[src/rtl/mux2_to_1_32_pkg.sv]
// Shared constants for the 2:1 select mux with registered output.
package mux2_to_1_32_pkg;

    localparam int unsigned DEFAULT_WIDTH = 32;

endpackage : mux2_to_1_32_pkg

[src/rtl/mux2_to_1_32_if.sv]
// Signal bundle between the mux and its user; clk and rst stay outside.
interface mux2_to_1_32_if
    import mux2_to_1_32_pkg::*;
#(
    parameter int unsigned WIDTH = DEFAULT_WIDTH
);

    logic             sel;
    logic [WIDTH-1:0] in0;
    logic [WIDTH-1:0] in1;
    logic             en;
    logic [WIDTH-1:0] out;
    logic [WIDTH-1:0] out_q;
    logic             sel_q;

    modport master (
        output sel, in0, in1, en,
        input  out, out_q, sel_q
    );

    modport slave (
        input  sel, in0, in1, en,
        output out, out_q, sel_q
    );

endinterface : mux2_to_1_32_if

[src/rtl/mux2_to_1_32.sv]
// 2:1 data mux with a combinational output and an enabled, synchronously
// reset registered copy of the result and of the select.
module mux2_to_1_32
    import mux2_to_1_32_pkg::*;
#(
    parameter int unsigned      WIDTH     = DEFAULT_WIDTH,
    parameter logic [WIDTH-1:0] RESET_VAL = '0
) (
    input  logic                 clk,
    input  logic                 rst,
    mux2_to_1_32_if.slave        bus
);

    logic [WIDTH-1:0] w_out;
    logic             w_sel_clean;
    logic [WIDTH-1:0] r_out_q;
    logic             r_sel_q;

    // NOTE: defaults are assigned first so every path is fully specified and
    // no latch is inferred; an X/Z select falls to the in0 branch.
    always_comb begin
        w_out       = bus.in0;
        w_sel_clean = 1'b0;
        if (bus.sel) begin
            w_out       = bus.in1;
            w_sel_clean = 1'b1;
        end
    end

    // NOTE: state uses non-blocking assignments so every register samples
    // pre-edge values; rst is synchronous and overrides en.
    always_ff @(posedge clk) begin
        if (rst) begin
            r_out_q <= RESET_VAL;
            r_sel_q <= 1'b0;
        end else if (bus.en) begin
            r_out_q <= w_out;
            r_sel_q <= w_sel_clean;
        end
    end

    assign bus.out   = w_out;
    assign bus.out_q = r_out_q;
    assign bus.sel_q = r_sel_q;

endmodule : mux2_to_1_32

[src/flat_wrapper.sv]
// flat-port wrapper written by rule: the top's interface ports become plain ports
module mux2_to_1_32_flat import mux2_to_1_32_pkg::*;
#(
    parameter int unsigned      WIDTH     = DEFAULT_WIDTH,
    parameter logic [WIDTH-1:0] RESET_VAL = '0
)
  (clk, rst, bus_sel, bus_in0, bus_in1, bus_en, bus_out, bus_out_q, bus_sel_q);
  mux2_to_1_32_if #(.WIDTH(WIDTH)) bus_i ();
  input  logic clk;
  input  logic rst;
  input wire logic [$bits(bus_i.sel)-1:0] bus_sel;
  input wire logic [$bits(bus_i.in0)-1:0] bus_in0;
  input wire logic [$bits(bus_i.in1)-1:0] bus_in1;
  input wire logic [$bits(bus_i.en)-1:0] bus_en;
  output wire logic [$bits(bus_i.out)-1:0] bus_out;
  output wire logic [$bits(bus_i.out_q)-1:0] bus_out_q;
  output wire logic [$bits(bus_i.sel_q)-1:0] bus_sel_q;
  assign bus_i.sel = bus_sel;
  assign bus_i.in0 = bus_in0;
  assign bus_i.in1 = bus_in1;
  assign bus_i.en = bus_en;
  assign bus_out = bus_i.out;
  assign bus_out_q = bus_i.out_q;
  assign bus_sel_q = bus_i.sel_q;
  mux2_to_1_32 #(.WIDTH(WIDTH), .RESET_VAL(RESET_VAL)) u_core (.clk(clk), .rst(rst), .bus(bus_i));
endmodule
[config.mk]
export PLATFORM = sky130hd
export DESIGN_NAME = mux2_to_1_32_flat
export DESIGN_NICKNAME = d
export VERILOG_FILES = /design/src/rtl/mux2_to_1_32_pkg.sv /design/src/rtl/mux2_to_1_32_if.sv /design/src/rtl/mux2_to_1_32.sv /design/src/flat_wrapper.sv
export SDC_FILE = /design/constraint.sdc
export NUM_CORES = 1
export LEC_CHECK = 0
export CORE_MARGIN = 5
export CORE_UTILIZATION = 35
export CTS_CLUSTER_DIAMETER = 80
export DETAILED_ROUTE_END_ITERATION = 10
export PLACE_DENSITY_LB_ADDON = 0.3
export SETUP_SLACK_MARGIN = 0.05
export SYNTH_ARGS = -nofsm -noshare
export SYNTH_HDL_FRONTEND = slang
export SYNTH_SLANG_ARGS = --single-unit
[constraint.sdc]
create_clock -name clk -period 1.1 [get_ports clk]
set_input_delay 0.165 -clock clk [delete_from_list [all_inputs] [get_ports clk]]
set_output_delay 0.165 -clock clk [all_outputs]
set_load 0.02 [all_outputs]
==> flow_metrics.tcl <==
set metrics [dict create \
    status "completed" \
    synth_edf_count 0 \
    clkTransAtPathRegs_ns 0.06 \
    core.rowCount 26 \
    period_needed_ns 1.05 \
    max-vdd-ir-drop_uv 710 \
    cts_hold_buffers 0 \
    final_hold_viol_count 0 \
    p_per_area_nw_per_um2 1030 \
    yosys.area.top_type_share_pct 36.2 \
    die_w_microns 82.2 \
    cts_buffers 5 \
    route.met2.wl_mm 3.04 \
    place.gp.congestion 0.668 \
    start_kind "primary input" \
    final_antenna_net_count 0 \
    wirelength_mm 5.96 \
    fin_nets 390 \
    grt_max_degree 18 \
    coreArea_sq_um 5070 \
    ys_warn_count 0 \
    arrival_ns 0.89 \
    drt_iter0_markers 39 \
    preCtsSetupSlack_ns -0.500 \
    grt_pass1_vias 1858 \
    n_antenna_cell 0 \
    insertion_delay_ns 0.27 \
    clock_path_buffers 2 \
    cts_tree "built" \
    synthCells 146 \
    top_layer "met4" \
    crit_path_end_kind "output port" \
    min_path_type "in -> reg" \
    ys.flop_type "dfxtp_1" \
    drc 0 \
    avgSynthCellArea_sq_um 12.5 \
    worst_slew_pin_slew_ns 0.195 \
    cts.sinks 33 \
    async_reset_ff_share_pct 0 \
    cts_max_level 2 \
    p_total_mw 3.57 \
    wl_met1_mm 2.23 \
    critPathKind "in -> out" \
    via_count 1805 \
    yosysSeqAreaShare_pct 36.2 \
    hpwl_mm 4.42 \
    antenna_found_initial 0 \
    fin_crit_sh_pct 95.8 \
    die_height_microns 82.2 \
    port_buffers 132 \
    wl_per_cell_microns 15.2 \
    ys_ff_latch 33 \
    track_usage_pct 17.1 \
    skew_ns 0 \
    required_ns 0.94 \
    dieArea_sq_um 6760 \
    num_io_pins 133 \
    syn-num-nets 214 \
    cts-root-buf "clkbuf_8" \
    grt_setup_unrepaired "true" \
    synth_top_area_cell "dfxtp_1" \
    maxCapViolations 0 \
    synth_commonest_cells "dfxtp_1, o21a_1, o21ba_2" \
    synthTopCellsByArea "dfxtp_1, mux2_4, o21ba_2" \
    start_util_pct 36.0 \
    layout-drive-gt1-share_pct 57.6 \
    critPathMaxFanout 8 \
    setup_viol 0 \
    yosysMostFrequentCell "dfxtp_1" \
    relSlewSlack_pct 87.0 \
    area_growth_pct 89.9 \
    slew_violations 0 \
    placed_cell_area_sq_um 3400 \
    synth_cell_types 12 \
    grt_first_pass_wirelength_mm 8.82 \
    final_area_sq_um 3470 \
    fin_ws_ns 0.0457 \
    dr.pass1.iters 4 \
    fmax_ghz 0.948 \
    leakagePower_nw 1.75 \
    met3_wirelength_microns 671 \
    synth_area_sq_um 1830 \
    holdWs_ns 0.320 \
    grt_remaining_overflow 0 \
    viasPerCell 4.59 \
]
## power by group
part / switching, mW / internal (mW)
Sequential: 0.0402 / 1.29
Clock: 0.406 / 0.449
Combinational: 0.580 / 0.807
## logic make-up (layout without fill, tap and decap cells)
| family | after synthesis | count (layout) | synth area share, % |
|---|---|---|---|
| AOI/OAI and AO/OA | 64 | 64 | 30.7 |
| muxes | 33 | 33 | 26.3 |
| buffers and inverters | 15 | 192 | 6.65 |
| DFF | 33 | 33 | 36.2 |
| and+or+nand+nor | 1 | 1 | 0.205 |
## cell type report
class	count	area, sq um
sequential	33	661
fill	461	1610
multi-input combinational	98	1050
inverter	1	3.75
tap	70	87.6
clock buffer	8	80.1
timing repair buffer	183	1580
## worst max-delay path, cell delays in order
cell	delay, ns
buf_12	0.13
buf_12	0.14
mux2_4	0.31
buf_6	0.13
## what timing repair did
item,CTS,global route
setup endpoints to repair,65,59
gates cloned,2,0
resized for setup,388,11
setup buffers,13,1
endpoints found under the hold margin,0,0
## metrics by stage
stage               TNS (ns)  std cells  util, %
finish                     0        393     68.3
global route               0        393     68.3
floorplan                  0        146        -
detailed placement    -21.85        369     67.0
global placement      -21.40        369     67.0
CTS                        0        392     69.2
## state kept, by name, indices dropped and copies added, names as in the netlist
register	flops
u_core.bus.sel_q	1
u_core.bus.out_q	32
## per-layer routing
layer  GRT usage, %  up-vias
met3           6.29        2
met1           18.3      848
met4           4.49        0
met2           31.3       81
met5              0        -
li1               -      874
## final timing paths
| kind | from | endpoint | slack [ns] | depth (start not counted) |
|---|---|---|---|---|
| setup / recovery | bus_sel | bus_out[4] | 0.05 | 4 |
| hold / removal | bus_sel | u_core.bus.out_q[27] | 0.32 | 3 |
| setup reg to reg | u_core.bus.out_q[30] | u_core.bus.out_q[30] | 0.37 | 2 |
| hold reg to reg | u_core.bus.sel_q | u_core.bus.sel_q | 0.52 | 2 |
## cell usage in the layout (no fill, tap or decap), drive strengths merged
cell type | Yosys | routed
clkbuf | 3 | 8
mux2i | 1 | 1
nor2 | 1 | 1
mux2 | 32 | 32
dfxtp | 33 | 33
o21ba | 32 | 32
dlygate4sd2 | 0 | 64
inv | 1 | 1
dlymetal6s2s | 0 | 1
o21a | 32 | 32
clkdlybuf4s50 | 0 | 1
buf | 11 | 117
(Power assumes the default switching activity.)
